[config.mk]
export PLATFORM = sky130hd
export DESIGN_NAME = fft_chan_sched
export DESIGN_NICKNAME = d
export VERILOG_FILES = /design/src/rtl/fft_chan_sched.sv
export SDC_FILE = /design/constraint.sdc
export NUM_CORES = 1
export LEC_CHECK = 0
export CAP_MARGIN = 30
export CORE_MARGIN = 3
export CORE_UTILIZATION = 45
export DETAILED_ROUTE_END_ITERATION = 10
export PLACE_DENSITY_LB_ADDON = 0.2
export SLEW_MARGIN = 40
export SYNTH_ARGS = -nofsm -noshare
export SYNTH_HDL_FRONTEND = slang
export SYNTH_SLANG_ARGS = --single-unit
[constraint.sdc]
create_clock -name clk -period 2.6 [get_ports clk]
set_input_delay 0.26 -clock clk [delete_from_list [all_inputs] [get_ports clk]]
set_output_delay 0.26 -clock clk [all_outputs]
set_load 0.005 [all_outputs]
[src/rtl/fft_chan_sched.sv]
// rtl/fft_chan_sched.sv - round-robin scheduler sharing one FFT engine among NCH channels
module fft_chan_sched #(
  parameter int NCH   = 4,
  parameter int N     = 16,
  parameter int SIZE  = 4,
  parameter int TMO   = 1023,
  parameter int TMO_W = 10
) (
  input  logic            clk,
  input  logic            rst_n,
  input  logic [NCH-1:0]  req,
  input  logic [NCH-1:0]  src_valid,
  input  logic [NCH-1:0]  chan_ready,
  input  logic            fft_out_valid,
  input  logic            fft_done,
  output logic [NCH-1:0]  gnt,
  output logic [2:0]      ld_sel,
  output logic            ld_en,
  output logic [SIZE-1:0] ld_addr,
  output logic            fft_start,
  output logic            fft_en_out_data,
  output logic [NCH-1:0]  chan_out_valid,
  output logic [NCH-1:0]  ack,
  output logic            err_tmo,
  output logic            busy
);

  localparam logic [2:0] S_IDLE    = 3'd0;
  localparam logic [2:0] S_LOAD    = 3'd1;
  localparam logic [2:0] S_START   = 3'd2;
  localparam logic [2:0] S_RUN     = 3'd3;
  localparam logic [2:0] S_RELEASE = 3'd4;

  logic [2:0]       r_state;
  logic [2:0]       r_rr_ptr;
  logic [TMO_W-1:0] r_wd_cnt;
  logic [NCH-1:0]   r_gnt;
  logic [2:0]       r_ld_sel;
  logic [SIZE-1:0]  r_ld_addr;
  logic             r_err_tmo;

  logic             w_found;
  logic [2:0]       w_win;
  logic             w_ld_en;

  // First requester at or after rr_ptr, scanning upward with wrap.
  always_comb begin
    int j;
    w_found = 1'b0;
    w_win   = '0;
    j       = 0;
    for (int i = 0; i < NCH; i++) begin
      j = int'(r_rr_ptr) + i;
      if (j >= NCH) j = j - NCH;
      if (!w_found && req[j]) begin
        w_found = 1'b1;
        w_win   = 3'(j);
      end
    end
  end

  // gnt is one-hot, so masking with it selects the granted channel's bit.
  assign w_ld_en = (r_state == S_LOAD) && |(src_valid & r_gnt);

  always_ff @(posedge clk or negedge rst_n) begin
    if (!rst_n) begin
      r_state   <= S_IDLE;
      r_rr_ptr  <= '0;
      r_wd_cnt  <= '0;
      r_gnt     <= '0;
      r_ld_sel  <= '0;
      r_ld_addr <= '0;
      r_err_tmo <= 1'b0;
    end else begin
      case (r_state)
        S_IDLE: begin
          if (w_found) begin
            r_gnt     <= {{(NCH-1){1'b0}}, 1'b1} << w_win;
            r_ld_sel  <= w_win;
            r_ld_addr <= '0;
            r_state   <= S_LOAD;
          end
        end
        S_LOAD: begin
          if (w_ld_en) begin
            r_ld_addr <= r_ld_addr + 1'b1;
            if (r_ld_addr == SIZE'(N - 1)) r_state <= S_START;
          end
        end
        S_START: begin
          r_wd_cnt <= '0;
          r_state  <= S_RUN;
        end
        S_RUN: begin
          r_wd_cnt <= r_wd_cnt + 1'b1;
          if (fft_done) begin
            r_state <= S_RELEASE;
          end else if (r_wd_cnt == TMO_W'(TMO)) begin
            r_err_tmo <= 1'b1;
            r_state   <= S_RELEASE;
          end
        end
        S_RELEASE: begin
          r_gnt    <= '0;
          r_rr_ptr <= (r_ld_sel == 3'(NCH - 1)) ? 3'd0 : r_ld_sel + 3'd1;
          r_state  <= S_IDLE;
        end
        default: r_state <= S_IDLE;
      endcase
    end
  end

  assign gnt             = r_gnt;
  assign ld_sel          = r_ld_sel;
  assign ld_en           = w_ld_en;
  assign ld_addr         = r_ld_addr;
  assign fft_start       = (r_state == S_START);
  assign fft_en_out_data = (r_state == S_RUN) && |(chan_ready & r_gnt);
  assign chan_out_valid  = (r_state == S_RUN) ? (r_gnt & {NCH{fft_out_valid}}) : '0;
  assign ack             = (r_state == S_RELEASE) ? r_gnt : '0;
  assign err_tmo         = r_err_tmo;
  assign busy            = (r_state != S_IDLE);

endmodule

==> summary.md, run 1 <==
| Metric | Value |
|---|---|
| Overall overflow remaining after global route | 0 |
| Post-DRT Antenna Nets | 0 |
| CP Launch Type | register |
| Clock buffers created by TritonCTS | 3 |
| Classification of the worst-slack hold path | in2async |
| Minimum hold slack | roughly 0.35 ns |
| EDFF count, synth | 0 |
| Portion of total power attributed to combinational logic | 0.519 |
| Via count of the first global-routing pass | between 1500 and 2000 |
| Relative max-transition margin | 0.664 |
| Unrepaired setup endpoints after global routing | no |
| Post CTS Setup Buffer Count | 0 |
| Critical Path End Type | output pin |
| Number of clock sinks seen by CTS | 28 |
| Share of async-settable or async-resettable flops after synthesis | 1.00 |
| Commonest non-fill, non-tap cell in the layout | sky130_fd_sc_hd__clkdlybuf4s50_1 |
| Clock period minus worst slack | around 2.4 ns |
| Dpl hpwl | 3290 um |
| CTS tree | built |
| Fraction of power consumed by sequential logic | 0.327 |
| Switching power as a share of total power | 0.409 |
| Flip-flop and latch count after synthesis | 28 |
| Cell family with most CP delay | buffers and inverters |
| Final worst-path cycle share | 0.925 |
| Detailed-router iteration count before antenna repair | 4 |
| Final setup violation count | 0 |
| H-tree depth | 1 |
| Number of cells produced by synthesis | just over 200 |
| Maximum number of pins on one net before global-route repair | 29 |
| Highest-delay cell along the critical path | sky130_fd_sc_hd__clkdlybuf4s50_1 |
| Final antenna diode count | 0 |
| Horizontal die dimension | 69.2 um |
| Reported max-cap violation count | 0 |
| Internal power | 1.35 mW |
| Global placement routability congestion | 0.824 |
| Design Area, Final | between 2000 and 2500 um2 |
| Count of warnings emitted by yosys | 0 |
| Most used flip-flop cell after synthesis | sky130_fd_sc_hd__dfrtp_1 |
| Final Net Count | roughly 270 |
| Sw power | 0.932 mW |
| Die Outline Area | ~4800 um2 |
| Total Routed Length | 4420 um |
| Critical Path RT | roughly 2.3 ns |
| Number of resized instances in the post-cts repair step | 0 |
| Cell chosen for the clock root | sky130_fd_sc_hd__clkbuf_8 |
| Non-filler cells in the finished layout | approximately 290 |
| Share of synthesized area occupied by flip-flops and latches | 0.390 |
| Maximum vdd drop | around 0.44 mV |
| Die Y-Extent | 69.2 um |
| Residual DRC count | 0 |
| Total core area | about 3700 um2 |
| Clock-pin slew on the worst setup and hold paths | 0.11 ns |
| Clock latency on the worst-skew pair | 0.28 ns |
| Count of distinct cell types in the synthesized netlist | 48 |
| DRC violation total after the first TritonRoute iteration | between 60 and 70 |
| Result of the run | finished, final reports clean |
| Most frequent cells in the layout | 39 x sky130_fd_sc_hd__clkdlybuf4s50_1, 28 x sky130_fd_sc_hd__dfrtp_1, 21 x sky130_fd_sc_hd__nor2_1, 18 x sky130_fd_sc_hd__nand2_1, 10 x sky130_fd_sc_hd__and3_1 |
| First-pass GRT wire length | 7480 um |
| Routed WL per cell | about 15 um |
| Worst Tran Pin Value | approximately 0.5 ns |
| Worst-path fanout max | 11 |
| Max incr delay on CP | 0.58 ns |
| Synthesized netlist net count | approximately 230 |
| Number of buffers and inverters on the critical path | 1 |
| Setup_tns | 0 ns |
| Global routing usage summed across all routing layers | 0.188 |
| Worst-case clock buffer depth | 2 |
| Pins Over Slew Limit | 0 |
| Total leakage power | around 1.0 nW |
| Number of cells in the design after placement | roughly 290 |
| Cells along the critical path | or3b_1 -> a21oi_1 -> clkdlybuf4s50_1 |
| Floorplan row count | 22 |
| Number of buffers added on ports | 39 |
| Number of antenna violations at the first check in global routing | 0 |
| Mapped Area | 1800 um2 |
| Total placed instance area | around 2200 um2 |
| Post-CTS Hold Fix Bufs | 0 |
| Area growth from synthesis to layout | 28.6% |
| Post-synthesis area per instance | around 8.7 um2 |
| Power, Total | 2.28 mW |
| Pwr Density | about 990 nW/um2 |
| Setup Crit Path Kind | reg2out |
| Fraction of layout cells with a size suffix above 1 | 0.0533 |
| Arrival @ worst endpoint | 2.15 ns |
| Peak Freq | between 400 and 500 MHz |
| Clock power frac | 0.154 |
| Setup clock skew after layout | about 0.01 ns |
| Via total after detailed routing | 1649 |
| Io pins | 40 |
| Fin. Hold Viols | 0 |
| Ratio of routed vias to standard cells | about 5.6 |
| Initial standard-cell utilization of the core | 0.480 |
## routing by layer
metal,GRT usage,vias to the layer above,wire length (um)
li1,-,833,-
met1,0.264,769,2060
met2,0.302,43,2130
met3,0.0333,4,192
met4,0.0412,0,35
met5,0,-,0
## kinds of logic after synthesis
kind of cell             synth area share
XOR/XNOR                           0.0244
AND/OR/NAND/NOR                     0.273
AO/OA/AOI/OAI                       0.175
flip-flops                          0.390
buffers and inverters              0.0418
adder cells (fa/ha/maj)            0.0348
multiplexers                       0.0605
## layout make-up
class	count	area, um2
Multi-Input combinational cell	161	1020
Inverter	6	22.5
Clock inverter	1	30.0
Clock buffer	3	41.3
Fill cell	346	1430
Timing Repair Buffer	45	435
Sequential cell	28	701
Tap cell	48	60.1
## power groups by stage
| stage | registers, mW | logic (mW) | clock network [mW] |
|---|---|---|---|
| after floorplan | 0.688 | 0.826 | 0 |
| after global placement | 0.750 | 1.17 | 0 |
| after detailed placement | 0.755 | 1.18 | 0 |
| after CTS | 0.747 | 1.19 | 0.356 |
| after global routing | 0.774 | 1.32 | 0.378 |
| final | 0.744 | 1.18 | 0.351 |
## final timing paths
| path | start | end | slack (ns) | cells past startpoint |
|---|---|---|---|---|
| worst max-delay path | r_state[0] | ld_en | 0.19 | 3 |
| max in group asynchronous | rst_n | r_rr_ptr[1] | 1.98 | 2 |
| min in group clk | err_tmo | err_tmo | 0.47 | 1 |
| worst max register to register | r_rr_ptr[1] | gnt[0] | 0.23 | 7 |
| worst min register to register | err_tmo | err_tmo | 0.47 | 1 |
| worst min-delay path | rst_n | r_wd_cnt[4] | 0.35 | 2 |
## registers in the layout, summed over array words and instances, names as in the netlist
register / cells
ld_addr: 4
err_tmo: 1
r_wd_cnt: 10
r_rr_ptr: 3
gnt: 4
ld_sel: 3
r_state: 3
## Yosys cell counts (5+ instances only)
| master | number | share of area |
|---|---|---|
| sky130_fd_sc_hd__dfrtp_1 | 28 | 0.39 |
| sky130_fd_sc_hd__nor2_1 | 21 | 0.044 |
| sky130_fd_sc_hd__nand2_1 | 18 | 0.038 |
| sky130_fd_sc_hd__and3_1 | 10 | 0.035 |
| sky130_fd_sc_hd__a21oi_1 | 8 | 0.022 |
| sky130_fd_sc_hd__clkbuf_1 | 7 | 0.015 |
| sky130_fd_sc_hd__nor3_1 | 7 | 0.019 |
| sky130_fd_sc_hd__inv_1 | 6 | 0.013 |
| sky130_fd_sc_hd__mux2i_1 | 6 | 0.033 |
| sky130_fd_sc_hd__nand3_1 | 6 | 0.017 |
| sky130_fd_sc_hd__o21ai_1 | 6 | 0.017 |
| sky130_fd_sc_hd__ha_1 | 5 | 0.035 |
| sky130_fd_sc_hd__nand4_1 | 5 | 0.017 |
| sky130_fd_sc_hd__o21ai_0 | 5 | 0.014 |
| sky130_fd_sc_hd__xor2_1 | 5 | 0.024 |
## through the flow
step,util,setup WS (ns)
final,0.618,0.195
after global routing,0.618,0.0564
after CTS,0.618,0.188
after detailed placement,0.599,0.254
after global placement,0.599,0.314
after floorplan,-,0.248
## worst register-to-register path, cell delays in order (launching register included)
cell and delay (ns):
sky130_fd_sc_hd__dfrtp_1 0.48, sky130_fd_sc_hd__inv_1 0.10, sky130_fd_sc_hd__ha_1 0.33, sky130_fd_sc_hd__mux2_4 0.33
sky130_fd_sc_hd__or2_0 0.21, sky130_fd_sc_hd__a311o_1 0.40, sky130_fd_sc_hd__and2_1 0.19, sky130_fd_sc_hd__a32o_1 0.25
Power figures use the tool's default switching activity.
==> run 2, diff against run 1 <==
TNS_END_PERCENT = 5   (was unset)
clock period = 2.86 ns   (was 2.6 ns; I/O delays follow)
==> run 2 against run 1 <==
Compared with the run above: clock skew decreased by 0.0065 ns; largest cell class unchanged; clock-buffer cell count did not move; via count grew 0.97%; register-to-register slack improved by 0.26 ns.
==> summary.md, run 2 (same netlist as run 1, synthesis figures left out) <==
| Metric | Value |
|---|---|
| Number of cells in the design after placement | ~290 |
| Relative max-transition margin | 0.694 |
| Number of resized instances in the post-cts repair step | 0 |
| Initial standard-cell utilization of the core | 0.480 |
| Fraction of layout cells with a size suffix above 1 | 0.0455 |
| Cells along the critical path | or3b_1 -> a21oi_1 -> clkdlybuf4s50_1 |
| Highest-delay cell along the critical path | sky130_fd_sc_hd__clkdlybuf4s50_1 |
| Final worst-path cycle share | 0.876 |
| Post-CTS Hold Fix Bufs | 0 |
| Clock-pin slew on the worst setup and hold paths | approximately 0.10 ns |
| Final Net Count | ~260 |
| Total leakage power | roughly 0.99 nW |
| Cell chosen for the clock root | sky130_fd_sc_hd__clkbuf_8 |
| CP Launch Type | register |
| Most frequent cells in the layout | 39 x sky130_fd_sc_hd__clkdlybuf4s50_1, 28 x sky130_fd_sc_hd__dfrtp_1, 21 x sky130_fd_sc_hd__nor2_1, 18 x sky130_fd_sc_hd__nand2_1, 10 x sky130_fd_sc_hd__and3_1 |
| Cell family with most CP delay | buffers and inverters |
| Number of antenna violations at the first check in global routing | 0 |
| Max incr delay on CP | approximately 0.59 ns |
| Global placement routability congestion | approximately 0.8 |
| Result of the run | finished, final reports clean |
| Io pins | 40 |
| Top register by number of flip-flops | r_wd_cnt |
| Number of flip-flops under the largest register name | 10 |
| Number of buffers added on ports | 39 |
| Pwr Density | between 800 and 900 nW/um2 |
| Maximum vdd drop | 0.518 mV |
| Die Outline Area | about 4800 um2 |
| Arrival @ worst endpoint | between 2 and 2.5 ns |
| Classification of the worst-slack hold path | in2async |
| First-pass GRT wire length | around 7500 um |
| Sw power | 0.847 mW |
| Unrepaired setup endpoints after global routing | no |
| Setup Crit Path Kind | reg2out |
| Worst-case clock buffer depth | 2 |
| Critical Path RT | ~2.6 ns |
| Filler Cells Inserted | ~330 |
| Residual DRC count | 0 |
| Area occupied by multi-input gates | around 1000 um2 |
| Fin. Hold Viols | 0 |
| Clock power frac | 0.152 |
| Pins Over Slew Limit | 0 |
| Clock latency on the worst-skew pair | around 0.27 ns |
| Setup_tns | 0 ns |
| Fraction of power consumed by sequential logic | 0.338 |
| Worst Tran Pin Value | 0.458 ns |
| H-tree depth | 1 |
| Final antenna diode count | 0 |
| Routed WL per cell | between 15 and 20 um |
| Floorplan row count | 22 |
| Global routing usage summed across all routing layers | 0.187 |
| Ratio of routed vias to standard cells | 5.74 |
| CTS tree | built |
| Worst Setup Slack, final | 0.355 ns |
| Total core area | 3740 um2 |
| Via total after detailed routing | 1665 |
| Register area | approximately 700 um2 |
| Number of buffers and inverters on the critical path | 1 |
| Portion of total power attributed to combinational logic | 0.509 |
| Clock buffers created by TritonCTS | 3 |
| Detailed-router iteration count before antenna repair | 4 |
| Total Routed Length | 4460 um |
| Peak Freq | ~400 MHz |
| Critical Path End Type | output pin |
| Reported max-cap violation count | 0 |
| Number of clock sinks seen by CTS | 28 |
| Post CTS Setup Buffer Count | 0 |
| Die Y-Extent | around 70 um |
| Setup clock skew after layout | ~0.0035 ns |
| Worst-path fanout max | 14 |
| Switching power as a share of total power | 0.411 |
| Dpl hpwl | about 3200 um |
| Area growth from synthesis to layout | 27.8% |
| Maximum number of pins on one net before global-route repair | 29 |
| Commonest non-fill, non-tap cell in the layout | sky130_fd_sc_hd__clkdlybuf4s50_1 |
| Horizontal die dimension | roughly 69 um |
| Clock period minus worst slack | roughly 2.5 ns |
| DRC violation total after the first TritonRoute iteration | 107 |
| Final setup violation count | 0 |
| Pre-CTS WS | 0.501 ns |
| Via count of the first global-routing pass | approximately 1500 |
| Post-DRT Antenna Nets | 0 |
| Non-filler cells in the finished layout | 290 |
| Internal power | approximately 1.2 mW |
| Final core utilization | 0.614 |
| Overall overflow remaining after global route | 0 |
## run 2: area by class of cell
class                           count  area share
Timing Repair Buffer               43       0.183
Clock inverter                      1      0.0131
Multi-Input combinational cell    161       0.445
Inverter                            6     0.00980
Clock buffer                        3      0.0180
Sequential cell                    28       0.305
Tap cell                           48      0.0261
## run 2: power groups by stage
stage | registers, mW | clock network, mW | logic, mW
floorplan | 0.625 | 0 | 0.751
global placement | 0.700 | 0 | 1.04
detailed placement | 0.703 | 0 | 1.05
CTS | 0.696 | 0.318 | 1.06
global route | 0.727 | 0.336 | 1.17
finish | 0.698 | 0.314 | 1.05
## run 2: per-stage QoR
stage / power [mW] / cell area, um2 / hold slack, ns
2_1_floorplan: 1.38 / 1800 / -0.00959
3_3_place_gp: 1.74 / 2230 / 0.449
3_5_place_dp: 1.75 / 2230 / 0.467
4_1_cts: 2.07 / 2300 / 0.386
5_1_grt: 2.23 / 2300 / 0.413
6_report: 2.06 / 2300 / 0.373
## run 2: per-layer routing
metal,up-vias,part of all wire,track usage
li1,824,-,-
met1,813,0.46,0.255
met2,26,0.50,0.310
met3,2,0.035,0.0420
met4,0,0.0038,0.0260
met5,-,0,0
## run 2: worst paths after layout
| path | from | end | slack [ns] | depth (start not counted) |
|---|---|---|---|---|
| hold reg to reg | err_tmo | err_tmo | 0.49 | 1 |
| min in group clk | err_tmo | err_tmo | 0.49 | 1 |
| setup reg to reg | r_rr_ptr[1] | gnt[1] | 0.49 | 7 |
| hold / removal | rst_n | r_wd_cnt[9] | 0.37 | 2 |
| setup / recovery | r_state[2] | ld_en | 0.36 | 3 |
| max in group asynchronous | rst_n | r_rr_ptr[2] | 2.21 | 2 |
